<file path="src/rtl/vend_pkg.sv">
// Shared types and constants for the vending machine transaction controller.
// Holds the controller state enum, coin values and the default price/credit cap.
package vend_pkg;

  typedef enum logic [1:0] {
    IDLE     = 2'd0,
    COLLECT  = 2'd1,
    DISPENSE = 2'd2,
    CHANGE   = 2'd3
  } vend_state_e;

  localparam int unsigned COIN5_JIAO         = 5;
  localparam int unsigned COIN10_JIAO        = 10;
  localparam int unsigned PRICE_DEFAULT      = 25;
  localparam int unsigned CREDIT_MAX_DEFAULT = 50;

endpackage

</file>
<file path="src/rtl/vend_cycle_timer.sv">
// Loadable down-counter with an expiry indication.
// Ports:
//   clk, rst     - clock, synchronous active-high reset
//   load_i       - load load_val_i into the counter (wins over counting)
//   load_val_i   - value loaded; done_c asserts after load_val_i enabled cycles
//   en_i         - count down while high
//   done_c       - combinational: enabled and counter has reached zero
module vend_cycle_timer #(
  parameter int unsigned W = 8
) (
  input  logic         clk,
  input  logic         rst,
  input  logic         load_i,
  input  logic [W-1:0] load_val_i,
  input  logic         en_i,
  output logic         done_c
);

  logic [W-1:0] cnt_q;

  // Counter register; saturates at zero.
  always_ff @(posedge clk) begin
    if (rst) begin
      cnt_q <= '0;
    end else if (load_i) begin
      cnt_q <= load_val_i;
    end else if (en_i && (cnt_q != '0)) begin
      cnt_q <= cnt_q - W'(1);
    end
  end

  assign done_c = en_i & (cnt_q == '0);

endmodule

</file>
<file path="src/rtl/vend_txn_ctrl.sv">
// Vending machine transaction controller: accumulates credit from debounced
// coin pulses, handles buy/cancel, times the dispense pulse and issues change.
// Optional feature: define VEND_TIMEOUT_EN to refund credit after
// TIMEOUT_CYCLES cycles of inactivity in COLLECT.
// Ports:
//   clk, rst                 - clock, synchronous active-high reset
//   coin5_flag, coin10_flag  - coin inserted pulses (5 / 10 jiao)
//   buy_flag, cancel_flag    - button pulses
//   credit                   - current credit in jiao
//   dispense                 - actuator drive, DISP_CYCLES cycles per sale
//   change, change_vld       - refund amount and its one-cycle strobe
//   reject                   - one-cycle refusal pulse
//   busy                     - high while dispensing or paying change
module vend_txn_ctrl
  import vend_pkg::*;
#(
  parameter int unsigned CW          = 8,
  parameter int unsigned PRICE       = PRICE_DEFAULT,
  parameter int unsigned CREDIT_MAX  = CREDIT_MAX_DEFAULT,
  parameter int unsigned DISP_CYCLES = 50_000_000
`ifdef VEND_TIMEOUT_EN
  ,
  parameter int unsigned TIMEOUT_CYCLES = 500_000_000
`endif
) (
  input  logic          clk,
  input  logic          rst,
  input  logic          coin5_flag,
  input  logic          coin10_flag,
  input  logic          buy_flag,
  input  logic          cancel_flag,
  output logic [CW-1:0] credit,
  output logic          dispense,
  output logic [CW-1:0] change,
  output logic          change_vld,
  output logic          reject,
  output logic          busy
);

  localparam int unsigned CW1 = CW + 1;
  localparam int unsigned DW  = $clog2(DISP_CYCLES + 1);

  vend_state_e   state_q, state_d;
  logic [CW-1:0] credit_q, credit_d;
  logic [CW-1:0] change_q, change_d;
  logic          chg_vld_q, chg_vld_d;
  logic          reject_q, reject_d;
  logic          disp_q, busy_q;

  logic          win_c10_c, win_c5_c, coin_win_c, lost_coin_c;
  logic [CW-1:0] coin_val_c;
  logic [CW:0]   sum_c;
  logic          disp_load_c, disp_done_c;

  // Arbitration: cancel > buy > coin10 > coin5; losing coins are refused.
  assign win_c10_c   = coin10_flag & ~cancel_flag & ~buy_flag;
  assign win_c5_c    = coin5_flag & ~cancel_flag & ~buy_flag & ~coin10_flag;
  assign coin_win_c  = win_c10_c | win_c5_c;
  assign lost_coin_c = (coin10_flag & ~win_c10_c) | (coin5_flag & ~win_c5_c);
  assign coin_val_c  = win_c10_c ? CW'(COIN10_JIAO) : CW'(COIN5_JIAO);
  assign sum_c       = {1'b0, credit_q} + {1'b0, coin_val_c};

  // Dispense interval: loaded with DISP_CYCLES-1 on the accepted buy, so
  // the state leaves DISPENSE on the DISP_CYCLES-th edge after entry.
  vend_cycle_timer #(.W(DW)) u_disp_timer (
    .clk        (clk),
    .rst        (rst),
    .load_i     (disp_load_c),
    .load_val_i (DW'(DISP_CYCLES - 1)),
    .en_i       (state_q == DISPENSE),
    .done_c     (disp_done_c)
  );

`ifdef VEND_TIMEOUT_EN
  localparam int unsigned TW = $clog2(TIMEOUT_CYCLES + 1);
  logic tmo_load_c, tmo_done_c;

  // Inactivity timer restarts on any flag and whenever not collecting.
  assign tmo_load_c = (state_q != COLLECT) | coin5_flag | coin10_flag |
                      buy_flag | cancel_flag;

  vend_cycle_timer #(.W(TW)) u_tmo_timer (
    .clk        (clk),
    .rst        (rst),
    .load_i     (tmo_load_c),
    .load_val_i (TW'(TIMEOUT_CYCLES - 1)),
    .en_i       (state_q == COLLECT),
    .done_c     (tmo_done_c)
  );
`endif

  // Next-state and registered-output logic.
  always_comb begin
    state_d     = state_q;
    credit_d    = credit_q;
    change_d    = change_q;
    chg_vld_d   = 1'b0;
    reject_d    = lost_coin_c;
    disp_load_c = 1'b0;

    unique case (state_q)
      IDLE: begin
        if (coin_win_c) begin
          credit_d = coin_val_c;
          state_d  = COLLECT;
        end else if (buy_flag && !cancel_flag) begin
          reject_d = 1'b1;
        end
      end

      COLLECT: begin
        if (cancel_flag) begin
          change_d  = credit_q;
          chg_vld_d = 1'b1;
          credit_d  = '0;
          state_d   = CHANGE;
        end else if (buy_flag) begin
          if (credit_q >= CW'(PRICE)) begin
            credit_d    = credit_q - CW'(PRICE);
            disp_load_c = 1'b1;
            state_d     = DISPENSE;
          end else begin
            reject_d = 1'b1;
          end
        end else if (coin_win_c) begin
          if (sum_c <= CW1'(CREDIT_MAX)) begin
            credit_d = sum_c[CW-1:0];
          end else begin
            reject_d = 1'b1;
          end
        end
`ifdef VEND_TIMEOUT_EN
        else if (tmo_done_c) begin
          change_d  = credit_q;
          chg_vld_d = 1'b1;
          credit_d  = '0;
          state_d   = CHANGE;
        end
`endif
      end

      DISPENSE: begin
        reject_d = coin5_flag | coin10_flag;
        if (disp_done_c) begin
          if (credit_q != '0) begin
            change_d  = credit_q;
            chg_vld_d = 1'b1;
            credit_d  = '0;
            state_d   = CHANGE;
          end else begin
            state_d = IDLE;
          end
        end
      end

      CHANGE: begin
        reject_d = coin5_flag | coin10_flag;
        credit_d = '0;
        state_d  = IDLE;
      end

      default: begin
        state_d = IDLE;
      end
    endcase
  end

  // State and output registers.
  always_ff @(posedge clk) begin
    if (rst) begin
      state_q   <= IDLE;
      credit_q  <= '0;
      change_q  <= '0;
      chg_vld_q <= 1'b0;
      reject_q  <= 1'b0;
      disp_q    <= 1'b0;
      busy_q    <= 1'b0;
    end else begin
      state_q   <= state_d;
      credit_q  <= credit_d;
      change_q  <= change_d;
      chg_vld_q <= chg_vld_d;
      reject_q  <= reject_d;
      disp_q    <= (state_d == DISPENSE);
      busy_q    <= (state_d == DISPENSE) || (state_d == CHANGE);
    end
  end

  assign credit     = credit_q;
  assign dispense   = disp_q;
  assign change     = change_q;
  assign change_vld = chg_vld_q;
  assign reject     = reject_q;
  assign busy       = busy_q;

endmodule

</file>
<file path="config.mk">
export PLATFORM = sky130hd
export DESIGN_NAME = vend_txn_ctrl
export DESIGN_NICKNAME = d
export VERILOG_FILES = /design/src/rtl/vend_pkg.sv /design/src/rtl/vend_cycle_timer.sv /design/src/rtl/vend_txn_ctrl.sv
export SDC_FILE = /design/constraint.sdc
export NUM_CORES = 1
export LEC_CHECK = 0
export CORE_MARGIN = 3
export CORE_UTILIZATION = 62
export DETAILED_ROUTE_END_ITERATION = 10
export PLACE_DENSITY = 0.92
export SLEW_MARGIN = 10
export SYNTH_ARGS = -nofsm -noshare
export SYNTH_HDL_FRONTEND = slang
export SYNTH_SLANG_ARGS = --single-unit
export TNS_END_PERCENT = 5
</file>
<file path="constraint.sdc">
create_clock -name clk -period 6.6 [get_ports clk]
set_input_delay 1.32 -clock clk [delete_from_list [all_inputs] [get_ports clk]]
set_output_delay 1.32 -clock clk [all_outputs]
set_load 0.01 [all_outputs]
</file>
# Word level (Yosys, flattened, before mapping)
# Cells that the tools add are included.
totals:
  reg_bits: 48
  output_inout_bits: 20
  elab_cells: 95
op_classes:
  n_addsub: 3
  n_lt_le_gt_ge: 2
  eq_ne: 12
  n_mux: 39
  bitwise_logic: 16
  n_reduce_logical: 14
op_table:
  columns: ["cell", "n"]
  rows:
  - ["$mux W8", 11]
  - ["$mux W26", 2]
  - ["$pmux W8 S4", 1]
  - ["$logic_not A26 Y1", 1]
  - ["$reduce_bool A26 Y1", 1]
  - ["$sub A26 B1 Y26 const B", 1]
  - ["$pmux W8 S2", 1]
  - ["$mux W1", 14]
  - ["$mux W2", 6]
  - ["$ne A4 B4 Y1 const B", 3]
  - ["$add A8 B4 Y9", 1]
  - ["$le A9 B6 Y1 const B", 1]
  - ["$and A1 B1 Y1", 8]
  - ["$eq A2 B2 Y1 const B", 4]
  - ["$ge A8 B5 Y1 const B", 1]
  - ["$ne A2 B2 Y1 const B", 4]
  - ["$pmux W2 S4", 1]
  - ["$reduce_bool A8 Y1", 1]
  - ["$sub A8 B5 Y8 const B", 1]
  - ["$reduce_and A6 Y1", 1]
  - ["$not A1 Y1", 5]
  - ["$mux W4", 1]
  - ["$reduce_and A4 Y1", 1]
  - ["$reduce_bool A2 Y1", 2]
  - ["other kinds (9)", 13]

# Depth between registers and ports, before layout
logic_depth:
  ltp_word: 12
  mapped_depth: 13
  mapped_depth_nobuf: 12

# Cells and area by module
# A second synthesis with hierarchy kept.
unflattened:
  hier_cells: 386
  area_unflattened_um2: 3140.5
modules_own_cells:
  columns: ["mod", "n_inst", "cells_per_inst", "area_per_inst_um2", "seq_area_each_um2"]
  rows:
  - ["vend_cycle_timer", 1, 192, 1575.3, 520.5]
  - ["vend_txn_ctrl", 1, 194, 1565.3, 420.4]

# Worst setup path before layout
# No wires, ideal clock.
synth_timing:
  path_kind: "in2reg"
  start: "in cancel_flag"
  end: "reg credit_q[2], in the netlist credit[2]"
  setup_time_ns: 0.142
  arrival_ns: 3.599
  required_ns: 6.458
  slack_ns: 2.860
  stages: 13
  path_cell_list: "nor2_1 > nand2_1 > ha_1 > inv_1 > fa_1 > nor2b_1 > o21ai_0 > and2_1 > a211o_1 > a211o_1 > clkbuf_1 > a21oi_1 > a311oi_1"
synth_via:
  elab_chain_len: 10
  word_cells_on_any_way: 21
synth_lines:
  columns: ["element", "line", "source"]
  rows:
  - ["start: declaration", "vend_txn_ctrl.sv:31", "input logic cancel_flag,"]
  - ["parallel branches: the longest is 10 deep, another holds $add A8 B4 Y9", null, null]
  - ["end signal: assignment", "vend_txn_ctrl.sv:180", "credit_q <= credit_d;"]
  - ["end: declaration", "vend_txn_ctrl.sv:44", "logic [CW-1:0] credit_q, credit_d;"]
# Several ways; the timed one is not identified. The select of a mux whose other input is x is not followed.
# A chain may end at the register's enable or synchronous reset.

# Worst setup path in the final report
layout_timing:
  start: "in buy_flag"
  end: "reg credit_q[4], in the netlist credit[4]"
layout_via:
  elab_chain_len: 9
  word_cells_on_any_way: 18
layout_lines:
  columns: ["element", "line", "source"]
  rows:
  - ["start: declaration", "vend_txn_ctrl.sv:30", "input logic buy_flag,"]
  - ["parallel branches: the longest is 9 deep, another holds $add A8 B4 Y9", null, null]
# Several ways; the timed one is not identified. The select of a mux whose other input is x is not followed.

==> summary.md <==
| Metric | Value |
|---|---|
| Die Y | `73.7 um` |
| # nets final | `376` |
| Worst slew pin tran | `roughly 1000 ps` |
| Register bit count reported by yosys | `48` |
| Synthesized netlist cell count | `342` |
| Most frequent cell after synthesis | `dfxtp_1` |
| PD cells | `387 nW/um^2` |
| Clock skew | `4.35 ps` |
| Critical path's most frequent cell | `o21ai_0` |
| Max_slew headroom | `~30%` |
| Synth area leaders | `dfxtp_1 (34%), a21oi_1 (6.5%), ha_1 (5.7%)` |
| Residual DRC | `0` |
| TNS Setup | `0 ps` |
| Clock buffer count from CTS | `5` |
| Gr ovfl total | `0` |
| Minimum clock period | `4690 ps` |
| Vias in the first global route | `2427` |
| Leakage power | `around 1.2 nW` |
| Maximum vdd ir drop | `0.230 mV` |
| Distinct cells, synth | `57` |
| Hold_buf cts | `0` |
| RSZ-0062 raised after global routing | `false` |
| Setup bufs post-CTS | `0` |
| Worst path cell trace | `clkdlybuf4s50_1 > nor2_1 > nand2_1 > ha_1 > inv_1 > fa_1 > nor2b_1 > o21ai_0 > and2_1 > a211o_1 > a211oi_1 > o21ai_0 > a21oi_1` |
| Critical path class | `input port to register` |
| Worst path required time | `6840 ps` |
| Synth cell count leaders | `dfxtp_1 (48), nor2_1 (38), a21oi_1 (37)` |
| Worst-Skew Late Latency | `300 ps` |
| Routed len/inst | `15.6 um` |
| Delay of the slowest critical-path stage | `820 ps` |
| Syn nets | `roughly 360` |
| Number of synthesized flops with an enable pin | `0` |
| Total of max-cap violations | `0` |
| # IOs | `26` |
| Synth top area share | `33.9%` |
| CP arrival | `4920 ps` |
| Area Growth Syn to Fin | `13.6%` |
| Final setup violation count | `0` |
| Drt initial violations | `274` |
| Crit-path slowest cell | `clkdlybuf4s50_1` |
| Tot Pwr | `roughly 1.2 mW` |
| Status | `completed` |
| IO buf count | `25` |
| CP startpoint kind | `input port` |
| Routed Antenna Nets | `0` |
| CP max FO | `16` |
| Post-synth top area cell | `dfxtp_1` |
| Peak Freq | `213 MHz` |
| Post-DP HPWL | `4360 um` |
| Inserted Diodes | `0` |
| Initial antenna violation count | `0` |
| Num Clock Sinks | `48` |
| # fillers | `298` |
| Vias | `2570` |
| Initial DRT Pass Iterations | `5` |
| First-pass GRT wire length | `between 10000 and 15000 um` |
| Initial Util | `67.5%` |
| Gr usage total | `25.4%` |
| Die X | `about 74 um` |
| Post-CTS Resized | `0` |
| Placer congestion estimate | `0.896` |
| Worst Setup End Kind | `register` |
| Clk pin slew, worst setup/hold paths | `90 ps` |
| Seq/Total Area, Yosys | `~34%` |
| Post-synth ARST share | `0%` |
| Netlist Area Pre-Place | `2840 sq um` |
| Final hold violations | `0` |
| Main flop type after synthesis | `dfxtp_1` |
| Share of layout cells above drive strength 1 | `5.04%` |
| Yosys warnings | `0` |
| CTS root buffer | `clkbuf_8` |
| Slew Limit Fails | `0` |
| Hold crit path type | `register to register` |
| H-tree depth | `2` |
| Layout Utilization | `76.7%` |
| Fin crit share | `around 71%` |
| Syn avg cell area | `8.30 sq um` |
| Pin count of the biggest net entering global routing | `42` |
| Max clock buf depth | `2` |
| Die area | `~5400 sq um` |
| TritonCTS clock tree | `done` |
| Core Rows | `23` |
| WL final | `6370 um` |
| Core ar. | `roughly 4200 sq um` |
| Via density | `6.31` |
-- worst paths after layout --
kind	from	end	slack (ps)	depth (start not counted)
min	u_disp_timer.cnt_q[7]$_SDFFE_PP0P_	u_disp_timer.cnt_q[7]$_SDFFE_PP0P_	500	2
max	buy_flag	credit[4]$_SDFFE_PP0P_	1910	13
min reg2reg	u_disp_timer.cnt_q[7]$_SDFFE_PP0P_	u_disp_timer.cnt_q[7]$_SDFFE_PP0P_	500	2
max reg2reg	credit[0]$_SDFFE_PP0P_	credit[4]$_SDFFE_PP0P_	3670	10
-- power by group --
group | internal (mW) | switching (mW) | leakage (nW)
Sequential | 0.342 | 0.0553 | 0.390
Combinational | 0.247 | 0.314 | 0.731
Clock | 0.189 | 0.101 | 0.0784
-- layout make-up --
type,instances,area [sq um],share of cell area (%)
clock buffers,5,68.8,2.13
flip-flops and latches,48,961,29.8
repair buffers,26,258,7.99
clock inverters,3,90.1,2.79
well taps,50,62.6,1.94
multi-input cells,262,1740,53.8
inverters,13,48.8,1.51
-- state kept, by name, indices dropped and copies added (netlist names) --
name and flops:
credit 8, change 8, busy 1, u_disp_timer.cnt_q 26, change_vld 1, state_q 2
dispense 1, reject 1
-- kinds of logic after synthesis --
| family | Yosys count | synth area share (%) |
|---|---|---|
| compound gates | 91 | 21.4 |
| xor+xnor | 27 | 8.33 |
| fa+ha+maj | 14 | 6.44 |
| buf+inv | 32 | 4.98 |
| flops | 48 | 33.9 |
| mux | 7 | 2.47 |
| simple gates | 123 | 22.5 |
-- layer usage --
layer | vias to the layer above | global-route usage (%) | wire [um]
met1 | 1182 | 33.1 | 2840
met5 | - | 0 | 0
met3 | 13 | 6.43 | 472
li1 | 1255 | - | -
met4 | 0 | 10.1 | 106
met2 | 120 | 40.0 | 2950
-- critical path, delay by kind of cell --
kind            cells  cell delay, ps
compound gates      5            1290
buf+inv             2             880
simple gates        4             830
fa+ha+maj           2             620
-- per-stage QoR --
stage	hold WS, ps	setup WS, ps	area (sq um)	std cells
floorplan	450	2860	2840	342
global placement	465	1740	3070	399
detailed placement	471	1650	3070	399
CTS	498	1960	3220	407
global route	532	1620	3220	407
finish	497	1910	3220	407
-- cells in the final DEF (no fill, tap or decap), types with 3 or more instances in the layout --
master	instances
dfxtp_1	48
nor2_1	38
a21oi_1	37
clkdlybuf4s50_1	25
nand2_1	20
xor2_1	16
inv_1	13
nor3_1	13
o21ai_0	13
ha_1	13
xnor2_1	11
nand2b_1	8
mux2i_1	7
nand4_1	6
nor2b_1	5
and2_1	5
nand3_1	5
a211oi_1	5
clkbuf_8	5
a311oi_1	4
nand3b_1	4
nor4_1	3
o2111a_1	3
a21o_1	3
bufinv_16	3
No activity file was read; power rests on OpenSTA's default activity.
